**config.mk**
```make
export PLATFORM = sky130hd
export DESIGN_NAME = mem_access_ctrl
export DESIGN_NICKNAME = d
export VERILOG_FILES = /design/src/rtl/common.sv /design/src/rtl/decode_pkg.sv /design/src/rtl/mem_ctrl_pkg.sv /design/src/rtl/mem_access_ctrl_store_align.sv /design/src/rtl/mem_access_ctrl.sv
export SDC_FILE = /design/constraint.sdc
export NUM_CORES = 1
export LEC_CHECK = 0
export BUFFER_PORTS_ARGS = -buffer_cell sky130_fd_sc_hd__buf_2
export CAP_MARGIN = 25
export CORE_AREA = 3 3 161 163
export CTS_CLUSTER_SIZE = 10
export DETAILED_ROUTE_END_ITERATION = 8
export DIE_AREA = 0 0 164 166
export PLACE_DENSITY = 0.76
export SYNTH_ARGS = -nofsm -noshare
export SYNTH_HDL_FRONTEND = slang
export SYNTH_SLANG_ARGS = --single-unit
```
**constraint.sdc**
```tcl
create_clock -name clk -period 8.9 [get_ports clk]
set_clock_uncertainty 0.05 [all_clocks]
set_input_delay 1.335 -clock clk [delete_from_list [all_inputs] [get_ports clk]]
set_output_delay 1.335 -clock clk [all_outputs]
set_load 0.03 [all_outputs]
```
**src/rtl/common.sv**
```systemverilog
// Shared scalar types used across the core.
package common;
  typedef logic [63:0] u64;
  typedef logic [7:0]  u8;
  typedef logic [2:0]  u3;
endpackage

```
**src/rtl/decode_pkg.sv**
```systemverilog
// Decode-stage types shared with the memory stage.
package decode_pkg;
  typedef enum logic [1:0] {
    MSIZE1 = 2'd0,
    MSIZE2 = 2'd1,
    MSIZE4 = 2'd2,
    MSIZE8 = 2'd3
  } msize_t;
endpackage

```
**src/rtl/mem_ctrl_pkg.sv**
```systemverilog
// Memory-stage controller states, lane-strobe constants and the strobe generator.
package mem_ctrl_pkg;
  import common::*;
  import decode_pkg::*;

  typedef enum logic [2:0] {IDLE, REQ, WAIT, DONE, DRAIN} mctrl_state_t;

  localparam u8 STRB_B = 8'h01;
  localparam u8 STRB_H = 8'h03;
  localparam u8 STRB_W = 8'h0F;
  localparam u8 STRB_D = 8'hFF;

  // The 8-bit shift drops lanes past byte 7 rather than wrapping them.
  function automatic u8 strobe_gen(msize_t size, u3 a);
    u8 s;
    case (size)
      MSIZE1:  s = STRB_B << a;
      MSIZE2:  s = STRB_H << a;
      MSIZE4:  s = STRB_W << a;
      default: s = STRB_D;
    endcase
    return s;
  endfunction
endpackage

```
**src/rtl/mem_access_ctrl_store_align.sv**
```systemverilog
// Combinational byte-lane shifter for stores plus misalignment detect.
// Misalign detect is only live when MEM_MISALIGN_EXC_EN is defined.
module store_align
  import common::*;
  import decode_pkg::*;
  import mem_ctrl_pkg::*;
(
  input  logic [2:0]  addr_lo,
  input  msize_t      size,
  input  logic [63:0] wdata,
  output logic [7:0]  strobe,
  output logic [63:0] data,
  output logic        misalign
);

  assign strobe = strobe_gen(size, addr_lo);
  assign data   = wdata << {addr_lo, 3'b000};

`ifdef MEM_MISALIGN_EXC_EN
  always_comb begin
    case (size)
      MSIZE1:  misalign = 1'b0;
      MSIZE2:  misalign = addr_lo[0];
      MSIZE4:  misalign = |addr_lo[1:0];
      default: misalign = |addr_lo;
    endcase
  end
`else
  assign misalign = 1'b0;
`endif

endmodule

```
**src/rtl/mem_access_ctrl.sv**
```systemverilog
// Memory-stage sequencer: one load/store in flight on dbus, raw load word to writeback.
// Define MEM_MISALIGN_EXC_EN to complete misaligned accesses as exceptions without a bus request.
module mem_access_ctrl
  import common::*;
  import decode_pkg::*;
  import mem_ctrl_pkg::*;
#(
  parameter int ADDR_W = 64,
  parameter int DATA_W = 64
) (
  input  logic              clk,
  input  logic              reset,
  input  logic              flush,
  input  logic              in_valid,
  output logic              in_ready,
  input  logic [ADDR_W-1:0] in_addr,
  input  logic [DATA_W-1:0] in_wdata,
  input  logic              in_store,
  input  msize_t            in_msize,
  output logic              out_valid,
  input  logic              out_ready,
  output logic [DATA_W-1:0] out_rdata,
  output logic [2:0]        out_addr_lo,
  output logic              out_misalign,
  output logic              dreq_valid,
  output logic [ADDR_W-1:0] dreq_addr,
  output msize_t            dreq_size,
  output logic [7:0]        dreq_strobe,
  output logic [DATA_W-1:0] dreq_data,
  input  logic              dresp_addr_ok,
  input  logic              dresp_data_ok,
  input  logic [DATA_W-1:0] dresp_data
);

  mctrl_state_t      state_q, state_d;
  logic [ADDR_W-1:0] addr_q, addr_d;
  msize_t            size_q, size_d;
  logic              store_q, store_d;
  logic [7:0]        strobe_q, strobe_d;
  logic [DATA_W-1:0] wdata_q, wdata_d;
  logic [DATA_W-1:0] rdata_q, rdata_d;
  logic              misalign_q, misalign_d;

  logic [7:0]        sa_strobe;
  logic [DATA_W-1:0] sa_data;
  logic              sa_misalign;

  store_align u_store_align (
    .addr_lo  (in_addr[2:0]),
    .size     (in_msize),
    .wdata    (in_wdata),
    .strobe   (sa_strobe),
    .data     (sa_data),
    .misalign (sa_misalign)
  );

  always_comb begin
    state_d    = state_q;
    addr_d     = addr_q;
    size_d     = size_q;
    store_d    = store_q;
    strobe_d   = strobe_q;
    wdata_d    = wdata_q;
    rdata_d    = rdata_q;
    misalign_d = misalign_q;
    case (state_q)
      IDLE: begin
        if (in_valid && !flush) begin
          addr_d     = in_addr;
          size_d     = in_msize;
          store_d    = in_store;
          strobe_d   = in_store ? sa_strobe : 8'h00;
          wdata_d    = in_store ? sa_data : '0;
          misalign_d = sa_misalign;
          if (sa_misalign) begin
            rdata_d = '0;
            state_d = DONE;
          end else begin
            state_d = REQ;
          end
        end
      end
      REQ: begin
        // A flush after the bus took the address must still wait out the data phase.
        if (flush) begin
          state_d = (dresp_addr_ok && !dresp_data_ok) ? DRAIN : IDLE;
        end else if (dresp_addr_ok) begin
          if (dresp_data_ok) begin
            rdata_d = store_q ? '0 : dresp_data;
            state_d = DONE;
          end else begin
            state_d = WAIT;
          end
        end
      end
      WAIT: begin
        if (flush) begin
          state_d = dresp_data_ok ? IDLE : DRAIN;
        end else if (dresp_data_ok) begin
          rdata_d = store_q ? '0 : dresp_data;
          state_d = DONE;
        end
      end
      DONE: begin
        if (flush || out_ready) state_d = IDLE;
      end
      DRAIN: begin
        if (dresp_data_ok) state_d = IDLE;
      end
      default: state_d = IDLE;
    endcase
  end

  always_ff @(posedge clk or posedge reset) begin
    if (reset) begin
      state_q    <= IDLE;
      addr_q     <= '0;
      size_q     <= MSIZE1;
      store_q    <= 1'b0;
      strobe_q   <= 8'h00;
      wdata_q    <= '0;
      rdata_q    <= '0;
      misalign_q <= 1'b0;
    end else begin
      state_q    <= state_d;
      addr_q     <= addr_d;
      size_q     <= size_d;
      store_q    <= store_d;
      strobe_q   <= strobe_d;
      wdata_q    <= wdata_d;
      rdata_q    <= rdata_d;
      misalign_q <= misalign_d;
    end
  end

  assign in_ready     = (state_q == IDLE) && !flush && !reset;
  assign out_valid    = (state_q == DONE);
  assign out_rdata    = rdata_q;
  assign out_addr_lo  = addr_q[2:0];
  assign out_misalign = misalign_q && (state_q == DONE);
  assign dreq_valid   = (state_q == REQ);
  assign dreq_addr    = addr_q;
  assign dreq_size    = size_q;
  assign dreq_strobe  = strobe_q;
  assign dreq_data    = wdata_q;

endmodule

```
==> results of run 1 <==
==> worst min-delay path by stage <==
stage,to,slack [ns]
2_1_floorplan,state_q[1],0.41
3_3_place_gp,dreq_data[7],0.40
3_5_place_dp,dreq_data[7],0.40
4_1_cts,dreq_data[7],0.42
5_1_grt,dreq_data[43],0.44
6_report,dreq_data[43],0.41
==> registers in the layout (all words and copies together), names as in the netlist <==
register and cells:
store_q 1, dreq_strobe 8, state_q 3, out_rdata 64, dreq_size 2, dreq_addr 64, dreq_data 64
==> cells by family (layout without fill, tap and decap cells) <==
kind of cell	after synthesis	after routing	synth area share [%]
adder cells (fa/ha/maj)	3	3	0.3835
AND/OR/NAND/NOR	491	491	21.55
other	1	3	0.03831
buffers and inverters	93	457	4.205
multiplexers	78	78	8.079
flip-flops	206	206	52.67
AO/OA/AOI/OAI	208	208	13.08
==> cells in the final DEF, fill, tap and decap left out, drive strengths merged, types with 2 or more instances in the layout <==
cell type | netlist | layout
a31oi | 2 | 2
o31ai | 8 | 8
ha | 3 | 3
buf | 35 | 418
o22ai | 33 | 33
inv | 8 | 9
a22o | 8 | 8
nor3 | 3 | 3
nand3 | 10 | 10
nor2b | 4 | 4
mux2 | 8 | 8
o21ai | 111 | 111
a2bb2oi | 7 | 7
diode | 0 | 2
nor2 | 26 | 26
and3 | 4 | 4
and3b | 2 | 2
mux2i | 70 | 70
clkbuf | 50 | 28
nand2b | 69 | 69
or2 | 2 | 2
nand2 | 368 | 368
dfrtp | 206 | 206
o211ai | 17 | 17
a21oi | 15 | 15
==> power breakdown <==
group / total (mW) / internal, mW / switching (mW)
sequential: 1.57 / 1.33 / 0.236
combinational: 2.05 / 0.577 / 1.47
clock: 0.908 / 0.536 / 0.372
==> per-stage QoR <==
stage / cells / setup slack, ns / total power, mW / util, %
final: 1770 / 5.153 / 4.527 / 51.79
after global routing: 1769 / 5.121 / 4.795 / 51.78
after CTS: 1767 / 5.157 / 4.571 / 51.65
after detailed placement: 1736 / 5.156 / 3.647 / 48.82
after global placement: 1736 / 5.206 / 3.602 / 48.82
after floorplan: 1080 / 1.891 / 2.932 / -
==> worst max-delay path, cell delays in order <==
cell and delay, ns:
buf_2 0.15, or4_4 0.53, nor2_1 0.12, buf_2 0.22
==> layout make-up <==
class | count | share of cell area, %
Antenna cell | 2 | 0.03951
Clock buffer | 28 | 5.106
Clock inverter | 3 | 0.3753
Inverter | 8 | 0.2963
Multi-Input combinational cell | 781 | 33.42
Sequential cell | 206 | 40.69
Tap cell | 324 | 3.200
Timing Repair Buffer | 418 | 16.87
==> layer usage <==
layer / vias to the layer above / global-route usage [%] / share of wire [%]
met2: 470 / 37.80 / 48
met5: - / 0 / 0
met1: 4246 / 28.29 / 39
met4: 0 / 9.121 / 4.0
met3: 70 / 5.812 / 9.8
li1: 4308 / - / -
==> run_results.csv, run 1 <==
group,metric,value,unit
run_status,status,"finished clean",
clock_network,ctsResizeCount,0,
clock_network,cts_made_buffers,25,
global_route,grt_max_degree,132,
clock_network,path_clk_slew,0.05,ns
worst_hold_path,worstHoldStart,"dreq_data[43]",
yosys,synth_edf_count,0,
final_layout,finalInstanceArea,12670,um2
clock_network,postCtsSetupBuffers,0,
worst_hold_path,hold_depth,2,
clock_network,h-tree-depth,1,
drt,ant_nets,0,
yosys,ys_ff_latch,206,
yosys,netlist.top_cell.by_area,"dfrtp_1",
final_layout,register_area,5155,um2
drt,drtIter0Drc,798,
final_layout,areaGrowthSynthToFinish,29.43,%
timing,slew_headroom,37.06,%
critical_path,rrSetupSlack,6.27,ns
critical_path,ff2ff_path_depth,4,
timing,finalHoldViolations,0,
timing,setup_viol,0,
critical_path,crit_fanout,9,
global_route,antenna_found_initial,1,
final_layout,drive_above_1_share,32.83,%
critical_path,regToRegEndpoint,"dreq_data[35]",
timing,rsz0062_at_grt,"false",
power,vdd_ir_drop_max,232.3,uV
floorplan,die_width,164,um
clock_network,cts.sinks,206,
critical_path,crit_path_end_kind,"primary output",
clock_network,insertion_delay,0.51,ns
timing,fmaxAchievable,266.9,MHz
worst_hold_path,hold_path_class,"reg -> reg",
drt,via_count,9094,
clock_network,cts_buffer_depth,3,
floorplan,core_area,24460,um2
timing,tns,0,ns
yosys,ys_types,45,
yosys,avgSynthCellArea,9.063,um2
drt,drt_pass1_iterations,5,
global_route,grt_pass1_wl,49340,um
yosys,syn-num-nets,1285,
critical_path,worstSetupStartpointType,"input port",
drt,wl,32500,um
timing,drv_slew,0,
placed_design,portBuffers,409,
placed_design,placed_area,11940,um2
yosys,synth_warnings,0,
floorplan,die_h,166,um
yosys,netlist_area,9788,um2
critical_path,critPathKind,"in -> out",
final_layout,nets,1645,
critical_path,required,7.52,ns
timing,post-route-min-period,3.747,ns
clock_network,cts_tree,"done",
floorplan,dieArea,27220,um2
final_layout,fillers,2262,
power,p_leak,6.951,nW
drt,drc_errors,0,
timing,fin_crit_sh,42.10,%
global_route,grt_use_total,22.76,%
global_route,grt_pass1_vias,8768,
critical_path,setup.worst_path.end,"in_ready",
clock_network,cts_root_buf,"clkbuf_16",
placed_design,dp_hpwl,24130,um
critical_path,startpoint,"flush",
yosys,async_reset_ff_share,100.0,%
yosys,yosysMostFrequentCell,"nand2_1",
yosys,netlist_instances,1080,
yosys,synth_commonest_cells,"nand2_1 (367), dfrtp_1 (206), o21ai_0 (110)",
drt,wl_per_cell,18.36,um
timing,worstMarginPinSlew,0.9442,ns
yosys,yosys-top-cells-area,"dfrtp_1 (53%), nand2_1 (14%), mux2i_1 (7.2%)",
floorplan,start_util,40.01,%
timing,timing.hold.ws,0.4144,ns
critical_path,arrival,2.36,ns
yosys,netlist.area_leader.share,52.67,%
yosys,synth_flop_cell,"dfrtp_1",
power,power.density,357.4,nW/um2
placed_design,gp_congestion,0.8409,
floorplan,std_cell_rows,57,
yosys,ys_seq_area_share,52.67,%
critical_path,timing.rr.start,"state_q[0]",
job,drv_cap,0,
final_layout,multiInputGateArea,4234,um2
clock_network,cts_hold_buf,0,
global_route,globalRoute.totalOverflow,0,
floorplan,io_pins,411,
drt,via_per_inst,5.138,
(Power assumes the default switching activity.)
==> inputs of run 2 (changes only) <==
--- a/config.mk
+++ b/config.mk
@@ -7,11 +7,11 @@
 export LEC_CHECK = 0
 export BUFFER_PORTS_ARGS = -buffer_cell sky130_fd_sc_hd__buf_2
 export CAP_MARGIN = 25
-export CORE_AREA = 3 3 161 163
+export CORE_AREA = 3 3 158 160
 export CTS_CLUSTER_SIZE = 10
 export DETAILED_ROUTE_END_ITERATION = 8
-export DIE_AREA = 0 0 164 166
-export PLACE_DENSITY = 0.76
+export DIE_AREA = 0 0 161 163
+export PLACE_DENSITY = 0.81
 export SYNTH_ARGS = -nofsm -noshare
 export SYNTH_HDL_FRONTEND = slang
 export SYNTH_SLANG_ARGS = --single-unit
==> constraint.sdc (replaced) <==
create_clock -name clk -period 3.1 [get_ports clk]
set_clock_uncertainty 0.05 [all_clocks]
set_input_delay 0.465 -clock clk [delete_from_list [all_inputs] [get_ports clk]]
set_output_delay 0.465 -clock clk [all_outputs]
set_load 0.03 [all_outputs]
==> run 2 against run 1 <==
  * Final cell count is 0.34% higher
  * Total power grew to 2.9 times the previous value
  * Global-route usage is 0.68 points higher
  * Sequential power grew to 2.9 times the previous value
  * Critical path type is now reg -> out
==> run_results.csv, run 2 (same netlist as run 1, synthesis figures left out) <==
group,metric,value,unit
power,sw_frac_of_total,45.30,%
power,p_clk_share,20.6,%
timing,worstMarginPinSlew,0.8788,ns
final_layout,mostFrequentLayoutCells,"buf_2 (408), nand2_1 (367), dfrtp_1 (206)",
final_layout,fillers,2126,
clock_network,cts_made_buffers,25,
floorplan,die_width,161,um
timing,fin_crit_sh,79.52,%
job,drv_cap,0,
worst_hold_path,hold_path_class,"in -> reg",
floorplan,die_h,163,um
global_route,grt_use_total,23.44,%
drt,drt_pass1_iterations,5,
global_route,grt_pass1_vias,8851,
clock_network,ctsResizeCount,0,
global_route,globalRoute.totalOverflow,0,
final_layout,nets,1656,
critical_path,cpMaxStageDelayCell,"or4_4",
timing,setup_slack,0.6349,ns
clock_network,h-tree-depth,1,
timing,rsz0062_at_grt,"false",
drt,drc_errors,0,
global_route,grt_pass1_wl,49290,um
drt,ant_nets,0,
floorplan,core_area,23540,um2
drt,drtIter0Drc,703,
timing,drv_slew,0,
clock_network,postCtsSetupBuffers,0,
power,power.density,1020,nW/um2
critical_path,critPathKind,"reg -> out",
clock_network,insertion_delay,0.51,ns
floorplan,std_cell_rows,56,
clock_network,cts_buffer_depth,3,
critical_path,worstSetupStartpointType,"flip-flop",
critical_path,critPathBufInv,1,
critical_path,cpPeakStageDelay,0.62,ns
clock_network,cts.sinks,206,
final_layout,final_util,54.54,%
placed_design,pre_cts_ws,0.6462,ns
power,vdd_ir_drop_max,523.9,uV
drt,via_per_inst,5.199,
final_layout,areaGrowthSynthToFinish,31.19,%
power,p_switching,5.935,mW
placed_design,placed_area,12110,um2
power,p_leak,7.039,nW
floorplan,start_util,41.58,%
power,p_seq_share,34.5,%
drt,wl_per_cell,18.15,um
drt,wl,32230,um
power,p_int,7.167,mW
final_layout,drive_above_1_share,33.38,%
placed_design,portBuffers,409,
timing,slew_headroom,41.29,%
timing,post-route-min-period,2.465,ns
timing,fmaxAchievable,405.7,MHz
floorplan,dieArea,26240,um2
critical_path,crit_fanout,12,
clock_network,path_clk_slew,0.06,ns
run_status,status,"finished clean",
critical_path,crit_family,"simple AND/OR/NAND/NOR gates",
timing,setup_viol,0,
timing,finalHoldViolations,0,
final_layout,final_common_cell,"buf_2",
critical_path,crit_path_end_kind,"primary output",
floorplan,io_pins,411,
clock_network,cts_root_buf,"clkbuf_16",
global_route,grt_max_degree,129,
placed_design,dp_hpwl,24170,um
drt,via_count,9233,
power,power.share.combinational,44.9,%
clock_network,cts_tree,"done",
global_route,antenna_found_initial,1,
clock_network,cts_hold_buf,0,
final_layout,finalInstanceArea,12840,um2
critical_path,arrival,1.95,ns
critical_path,required,2.58,ns
placed_design,gp_congestion,0.9075,
critical_path,cp_cell_sequence,"or4_4 -> nor2_1 -> buf_2",
## run 2: cell types whose count changed in the layout (fill, tap and decap cells not counted), sizes merged
cell	before	now
diode	2	1
clkinv	1	0
clkinvlp	0	1
buf	418	429
inv	9	8
clkbuf	28	29
bufinv	1	2
## run 2: per-stage QoR
stage	total power, mW	cells	TNS [ns]	hold WS [ns]
2_1_floorplan	8.417	1080	-17.98	0.4144
3_3_place_gp	10.31	1743	0	0.4003
3_5_place_dp	10.45	1743	0	0.4020
4_1_cts	13.20	1775	0	0.06850
5_1_grt	13.84	1775	0	0.07918
6_report	13.10	1776	0	0.08879
## run 2: worst register-to-register path: stages (launching register included)
cell and delay, ns:
dfrtp_1 0.48, or4_4 0.62, nor2_4 0.46, nand3_2 0.35, o21ai_0 0.32
## run 2: metal layers
metal	track usage, %	share of wire (%)	routed length [um]	up-vias
met3	5.214	9.2	2963	68
met2	39.85	48	15500	479
met5	0	0.037	12	-
met1	29.85	40	12760	4352
li1	-	-	-	4332
met4	7.783	3.1	995	2
## run 2: worst paths after layout
check                        startpoint             to  slack [ns]  depth (start not counted)
setup / recovery             state_q[0]       in_ready        0.63                          3
hold / removal              in_addr[21]  dreq_addr[21]        0.09                          3
setup reg to reg             state_q[0]  dreq_data[22]        0.73                          4
hold reg to reg            dreq_data[6]   dreq_data[6]        0.41                          2
max in group asynchronous         reset  dreq_addr[33]        2.14                          3
min in group asynchronous         reset     state_q[1]        0.10                          2
## run 2: area by class of cell
| class | count | area [um2] | share of cell area (%) |
|---|---|---|---|
| Inverter | 8 | 33.78 | 0.2631 |
| Timing Repair Buffer | 429 | 2287 | 17.81 |
| Antenna cell | 1 | 2.502 | 0.01949 |
| Sequential cell | 206 | 5155 | 40.14 |
| Multi-Input combinational cell | 781 | 4234 | 32.97 |
| Tap cell | 319 | 399.1 | 3.108 |
| Clock inverter | 3 | 68.82 | 0.5359 |
| Clock buffer | 29 | 660.6 | 5.145 |
## run 2: power by group through the flow
| stage | logic (mW) | registers [mW] | clock network [mW] |
|---|---|---|---|
| 2_1_floorplan | 1.73 | 6.69 | 0 |
| 3_3_place_gp | 5.81 | 4.50 | 0 |
| 3_5_place_dp | 5.93 | 4.52 | 0 |
| 4_1_cts | 5.94 | 4.50 | 2.75 |
| 5_1_grt | 6.34 | 4.65 | 2.86 |
| 6_report | 5.89 | 4.52 | 2.70 |
